### config.mk
export PLATFORM = sky130hd
export DESIGN_NAME = gray_rgb565
export DESIGN_NICKNAME = d
export VERILOG_FILES = /design/src/rtl/gray_rgb565.sv
export SDC_FILE = /design/constraint.sdc
export NUM_CORES = 1
export LEC_CHECK = 0
export ABC_AREA = 1
export CAP_MARGIN = 5
export CORE_ASPECT_RATIO = 1.2
export CORE_MARGIN = 10
export CORE_UTILIZATION = 60
export CTS_BUF_LIST = sky130_fd_sc_hd__clkbuf_2
export DETAILED_ROUTE_END_ITERATION = 7
export GPL_TIMING_DRIVEN = 0
export PLACE_DENSITY = 0.88
export SYNTH_ARGS = -nofsm -noshare
export SYNTH_HDL_FRONTEND = slang
export SYNTH_SLANG_ARGS = --single-unit
### constraint.sdc
create_clock -name clk -period 3 [get_ports clk]
set_input_delay 0.6 -clock clk [delete_from_list [all_inputs] [get_ports clk]]
set_output_delay 0.6 -clock clk [all_outputs]
set_load 0.01 [all_outputs]
### src/rtl/gray_rgb565.sv
// ---------------------------------------------------------------------------
// gray_rgb565 -- 8-bit grayscale stream to RGB565 stream with frame checking.
//
// Accepts one pixel per clock (no backpressure). A two-state framer filters
// the incoming sop/eop framing: pixels outside a frame are dropped, a sop
// inside a running frame restarts it (sop_err), and at every eop the frame
// length is compared with FRAME_PIX (len_err). Pipeline latency is 2 clk:
// stage 1 holds the gray value and filtered framing, stage 2 the colour
// mapped pixel. All output flags are aligned with the same output beat.
//
// Build option:
//   PSEUDO_COLOR_EN  defined   -> 4-segment heat-map colouring
//                    undefined -> grayscale replication {g[7:3],g[7:2],g[7:3]}
//
// Parameters:
//   FRAME_PIX  expected pixels per frame
//   CNT_W      pixel counter width (2**CNT_W > FRAME_PIX)
//
// Ports:
//   clk          system clock, rising edge
//   rst          asynchronous active-high reset
//   din[7:0]     gray pixel
//   din_vld      pixel valid; qualifies din_sop / din_eop
//   din_sop      first pixel of a frame
//   din_eop      last pixel of a frame
//   dout[15:0]   RGB565 pixel {R[4:0],G[5:0],B[4:0]}, held while !dout_vld
//   dout_vld     output pixel valid
//   dout_sop     filtered frame start
//   dout_eop     filtered frame end
//   sop_err      pulse: frame restarted before its eop
//   len_err      pulse with dout_eop: frame length differs from FRAME_PIX
//   frame_done   pulse with dout_eop: frame completed
// ---------------------------------------------------------------------------
module gray_rgb565 #(
   parameter int FRAME_PIX = 307200,
   parameter int CNT_W     = 19
) (
   input  logic        clk,
   input  logic        rst,
   input  logic [7:0]  din,
   input  logic        din_vld,
   input  logic        din_sop,
   input  logic        din_eop,
   output logic [15:0] dout,
   output logic        dout_vld,
   output logic        dout_sop,
   output logic        dout_eop,
   output logic        sop_err,
   output logic        len_err,
   output logic        frame_done
);

   typedef enum logic [0:0] {
      IDLE   = 1'b0,
      ACTIVE = 1'b1
   } state_t;

   localparam logic [CNT_W:0]   FRAME_CHK   = (CNT_W+1)'(FRAME_PIX);
   localparam logic             ONE_PIX_ERR = (FRAME_PIX != 1);
   localparam logic [CNT_W-1:0] CNT_MAX     = {CNT_W{1'b1}};
   localparam logic [CNT_W-1:0] CNT_ONE     = {{(CNT_W-1){1'b0}}, 1'b1};
   localparam logic [CNT_W-1:0] CNT_ZERO    = {CNT_W{1'b0}};

   // Colour mapping from an 8-bit gray level to RGB565.
   function automatic logic [15:0] map_pix(input logic [7:0] g);
`ifdef PSEUDO_COLOR_EN
      logic [7:0] k4;
      logic [7:0] r;
      logic [7:0] gr;
      logic [7:0] b;
      // 4*k where k is the offset inside the 64-wide segment; 255-x == ~x.
      k4 = {g[5:0], 2'b00};
      case (g[7:6])
         2'b00:   begin r = 8'h00; gr = k4;    b = 8'hFF; end
         2'b01:   begin r = 8'h00; gr = 8'hFF; b = ~k4;   end
         2'b10:   begin r = k4;    gr = 8'hFF; b = 8'h00; end
         default: begin r = 8'hFF; gr = ~k4;   b = 8'h00; end
      endcase
      return {r[7:3], gr[7:2], b[7:3]};
`else
      return {g[7:3], g[7:2], g[7:3]};
`endif
   endfunction

   state_t           state_r;
   state_t           state_nxt_s;
   logic [CNT_W-1:0] pix_cnt_r;
   logic [CNT_W-1:0] cnt_nxt_s;
   logic [CNT_W:0]   chk_s;

   logic             acc_s;
   logic             sop_s;
   logic             eop_s;
   logic             serr_s;
   logic             lerr_s;
   logic             fdone_s;

   logic [7:0]       s1_gray_r;
   logic             s1_vld_r;
   logic             s1_sop_r;
   logic             s1_eop_r;
   logic             s1_serr_r;
   logic             s1_lerr_r;
   logic             s1_fdone_r;

   // Frame length including the pixel currently presented (the eop pixel).
   assign chk_s = {1'b0, pix_cnt_r} + {{CNT_W{1'b0}}, 1'b1};

   // Framer state register and pixel counter.
   always_ff @(posedge clk or posedge rst) begin
      if (rst) begin
         state_r   <= IDLE;
         pix_cnt_r <= CNT_ZERO;
      end else begin
         state_r   <= state_nxt_s;
         pix_cnt_r <= cnt_nxt_s;
      end
   end

   // Framer next-state logic.
   always_comb begin
      state_nxt_s = state_r;
      case (state_r)
         IDLE: begin
            if (din_vld && din_sop && !din_eop) begin
               state_nxt_s = ACTIVE;
            end else begin
               state_nxt_s = IDLE;
            end
         end
         ACTIVE: begin
            if (din_vld && din_eop) begin
               state_nxt_s = IDLE;
            end else begin
               state_nxt_s = ACTIVE;
            end
         end
         default: begin
            state_nxt_s = IDLE;
         end
      endcase
   end

   // Framer outputs: accept decision, filtered framing, error flags, counter.
   always_comb begin
      acc_s     = 1'b0;
      sop_s     = 1'b0;
      eop_s     = 1'b0;
      serr_s    = 1'b0;
      lerr_s    = 1'b0;
      fdone_s   = 1'b0;
      cnt_nxt_s = pix_cnt_r;
      case (state_r)
         IDLE: begin
            if (din_vld && din_sop) begin
               acc_s     = 1'b1;
               sop_s     = 1'b1;
               cnt_nxt_s = CNT_ONE;
               if (din_eop) begin
                  eop_s   = 1'b1;
                  fdone_s = 1'b1;
                  lerr_s  = ONE_PIX_ERR;
               end else begin
                  eop_s   = 1'b0;
               end
            end else begin
               acc_s = 1'b0;
            end
         end
         ACTIVE: begin
            if (din_vld) begin
               acc_s = 1'b1;
               if (din_sop) begin
                  // Restart: the aborted frame gets no frame_done.
                  serr_s    = 1'b1;
                  sop_s     = 1'b1;
                  cnt_nxt_s = CNT_ONE;
                  if (din_eop) begin
                     eop_s   = 1'b1;
                     fdone_s = 1'b1;
                     lerr_s  = ONE_PIX_ERR;
                  end else begin
                     eop_s   = 1'b0;
                  end
               end else if (din_eop) begin
                  eop_s     = 1'b1;
                  fdone_s   = 1'b1;
                  lerr_s    = (chk_s != FRAME_CHK);
                  cnt_nxt_s = CNT_ZERO;
               end else if (pix_cnt_r != CNT_MAX) begin
                  cnt_nxt_s = pix_cnt_r + CNT_ONE;
               end else begin
                  cnt_nxt_s = pix_cnt_r;
               end
            end else begin
               acc_s = 1'b0;
            end
         end
         default: begin
            acc_s = 1'b0;
         end
      endcase
   end

   // Stage 1: gray value and filtered framing of the accepted pixel.
   always_ff @(posedge clk or posedge rst) begin
      if (rst) begin
         s1_gray_r  <= 8'h00;
         s1_vld_r   <= 1'b0;
         s1_sop_r   <= 1'b0;
         s1_eop_r   <= 1'b0;
         s1_serr_r  <= 1'b0;
         s1_lerr_r  <= 1'b0;
         s1_fdone_r <= 1'b0;
      end else begin
         if (acc_s) begin
            s1_gray_r <= din;
         end else begin
            s1_gray_r <= s1_gray_r;
         end
         s1_vld_r   <= acc_s;
         s1_sop_r   <= sop_s;
         s1_eop_r   <= eop_s;
         s1_serr_r  <= serr_s;
         s1_lerr_r  <= lerr_s;
         s1_fdone_r <= fdone_s;
      end
   end

   // Stage 2: colour mapping; dout holds between valid beats.
   always_ff @(posedge clk or posedge rst) begin
      if (rst) begin
         dout       <= 16'h0000;
         dout_vld   <= 1'b0;
         dout_sop   <= 1'b0;
         dout_eop   <= 1'b0;
         sop_err    <= 1'b0;
         len_err    <= 1'b0;
         frame_done <= 1'b0;
      end else begin
         if (s1_vld_r) begin
            dout <= map_pix(s1_gray_r);
         end else begin
            dout <= dout;
         end
         dout_vld   <= s1_vld_r;
         dout_sop   <= s1_sop_r;
         dout_eop   <= s1_eop_r;
         sop_err    <= s1_serr_r;
         len_err    <= s1_lerr_r;
         frame_done <= s1_fdone_r;
      end
   end

endmodule

==> results.md <==
## Status
- **outcome** finished clean

## Clock network
- **total CTS buffers** 5
- **clock tree from TritonCTS** yes
- **number of buffers on the longest clock path** 2
- **clock root buffer** clkbuf_2
- **clock latency of the later-clocked register in the worst-skew pair** 410 ps
- **total of hold buffers inserted after clock tree synthesis** 0
- **number of H-tree levels** 2
- **total number of clock tree sinks** 42
- **post-CTS setup buffer count** 0
- **post-cts gate resize count** 0
- **clock transition time at the flip-flop clock pins of the worst setup and hold paths** 210 ps

## Synthesis
- **sequential cell area fraction in the yosys report** 47.78%
- **count of cell types in the netlist** 27
- **Post-Syn Nets** 294
- **yosys warns** 0
- **Mapped Avg Cell Area** 7.856 µm²
- **Cell Area, Synth** 2200 µm²
- **area leader, netlist** dfrtp_1
- **fraction of post-synthesis cell area in the top cell type by area** 47.78%
- **Synth Register Bits** 42
- **Area contributors post-synth** dfrtp_1 48%, nand2_1 11%, inv_1 6.0%
- **number of cells produced by synthesis** 280

## Detailed routing
- **Initial DRT Pass Iterations** 4
- **post-route ant nets** 0
- **DRC marker count from the first detailed-route iteration** 114
- **detail-routed via count per cell** 5.256
- **post-detailed-route wirelength per cell** 13.29 µm
- **drt total wl** 4.772 mm
- **total number of vias** 1887
- **DRC violations left** 0

## Timing
- **final setup fails** 0
- **RSZ-0062 raised after global routing** false
- **worst-case clock skew** 18.15 ps
- **final clock period utilization by the worst path** 69.02%
- **Post-Route Hold Slack** 375.7 ps
- **actual transition at the worst max-transition pin** 833.4 ps
- **highest clock rate** 0.4829 GHz
- **Total Neg Setup Slack** 0 ps
- **endpoints failing hold** 0
- **worst max-slew margin expressed relative to the limit** 44.36%
- **max-slew violations** 0
- **Worst Setup Slack, final** 929.3 ps
- **shortest clock period the worst path allows after layout** 2071 ps

## Placed design
- **post-DP HPWL** 3.672 mm
- **Placer Congestion** 0.9254
- **worst setup timing slack at the placement stage** 733.7 ps
- **Port Buffer Count** 32
- **placed cells** 351

## Floorplan
- **Core Area** 3573 µm²
- **number of top-level pins** 35
- **Chip Height** 86.33 µm
- **number of placement rows** 24
- **Horiz. Die Dim** 75.27 µm
- **effective utilization at floorplan** 61.55%
- **Die Footprint** 6498 µm²

## Setup path
- **worst path arrival time** 1470 ps
- **Worst Setup Path Type** reg -> out
- **Crit path required time** 2400 ps
- **Worst R2R Setup Slack** 1100 ps
- **Worst setup EP type** output pin
- **kind of start point of the critical path** flop
- **largest fanout on the critical path** 4

## Power
- **reported leakage power** 1.147 nW
- **power density over the cells** 435.3 nW/µm²
- **worst vdd rail ir drop** 0.2803 mV
- **overall power of the completed layout** 1.136 mW

## Final layout
- **share of cells above drive strength 1** 10.31%
- **largest register by flop count** pix_cnt_r
- **area delta synth->final** 18.66%
- **Inserted Diodes** 0
- **top flop regs** pix_cnt_r: 19 flops, dout: 6 flops, s1_gray_r: 6 flops
- **Total Nets Final** 333
- **flip-flop count of the largest register, all copies and words added** 19
- **Layout Cells excl Fill** 359

## GRT
- **antenna violations before repair** 0
- **vias in the first global route** 1842
- **pin count of the biggest net entering global routing** 43
- **GR Util All Layers** 15.71%
- **first-pass GRT wire length** 8.038 mm
- **remaining global-route overflow** 0

## Flow run
- **number of max-capacitance violations reported** 0

## Hold path
- **type of the worst min-delay path** reg -> reg

path summary, 6_finish.rpt:
kind / end / from / cells past startpoint
worst min register to register: frame_done / s1_fdone_r / 0
worst max register to register: pix_cnt_r[2] / pix_cnt_r[1] / 8
worst min-delay path: frame_done / s1_fdone_r / 0
max in group asynchronous: s1_gray_r[6] / rst / 2
min in group asynchronous: pix_cnt_r[5] / rst / 2
worst max-delay path: dout[13] / dout[13] / 2
report_power, final:
| part | total (mW) | switching [mW] | internal, mW |
|---|---|---|---|
| Combinational | 0.264 | 0.114 | 0.150 |
| Clock | 0.239 | 0.185 | 0.0531 |
| Sequential | 0.634 | 0.0261 | 0.607 |
| Total | 1.14 | 0.325 | 0.811 |
worst max-delay path, stage by stage (launching register included):
cell	delay, ps
dfrtp_1	430
buf_4	120
clkdlybuf4s50_1	520
cells in the final DEF, fill, tap and decap left out, types with 5 or more instances in the layout:
cell / instances
nand4_1: 6
buf_4: 11
a21oi_1: 6
o21ai_1: 12
dfrtp_1: 42
inv_1: 34
nand2_1: 65
nor2_1: 33
o22ai_1: 8
clkbuf_2: 5
nand3_1: 26
o21ai_0: 10
clkdlybuf4s50_1: 32
stage by stage:
| stage | utilization [%] | cell area, µm² |
|---|---|---|
| 6_report | 73.04 | 2610 |
| 5_1_grt | 73.04 | 2610 |
| 4_1_cts | 73.04 | 2610 |
| 3_5_place_dp | 71.88 | 2569 |
| 3_3_place_gp | 71.88 | 2569 |
| 2_1_floorplan | - | 2200 |
area by class of cell:
| cell class | count | area, µm² |
|---|---|---|
| plain buffers | 17 | 121.4 |
| clock buffers | 5 | 25.02 |
| clock inverters | 3 | 16.27 |
| fillers | 285 | 963.4 |
| inverters | 35 | 131.4 |
| multi-input cells | 186 | 895.9 |
| flip-flops and latches | 42 | 1051 |
| well taps | 39 | 48.80 |
| repair buffers | 32 | 320.3 |
logic make-up (layout without fill, tap and decap cells):
group / count (synthesis) / count (layout) / share of synthesized area (%)
flops: 42 / 42 / 47.78
buf+inv: 52 / 92 / 11.49
mux: 1 / 1 / 0.5119
fa+ha+maj: 1 / 1 / 0.5687
simple gates: 142 / 142 / 28.84
xor+xnor: 2 / 2 / 0.7965
compound gates: 40 / 40 / 10.01
routing by layer:
layer / up-vias / track usage, % / share of wire (%)
met1: 861 / 18.22 / 44
met2: 44 / 27.27 / 50
met5: - / 0 / 0
li1: 976 / - / -
met4: 0 / 7.107 / 1.1
met3: 6 / 2.632 / 4.9
synth_stat cells, drive strengths merged:
| master | number |
|---|---|
| inv | 35 |
| and2 | 1 |
| nand4 | 6 |
| a21oi | 7 |
| xor2 | 1 |
| mux2 | 1 |
| buf | 14 |
| nand3 | 27 |
| dfrtp | 42 |
| o22ai | 8 |
| xnor2 | 1 |
| a31oi | 1 |
| nand2 | 68 |
| o21ai | 22 |
| clkbuf | 3 |
| o21bai | 2 |
| nor2 | 38 |
| nor3 | 2 |
| ha | 1 |
Power figures use the tool's default switching activity.
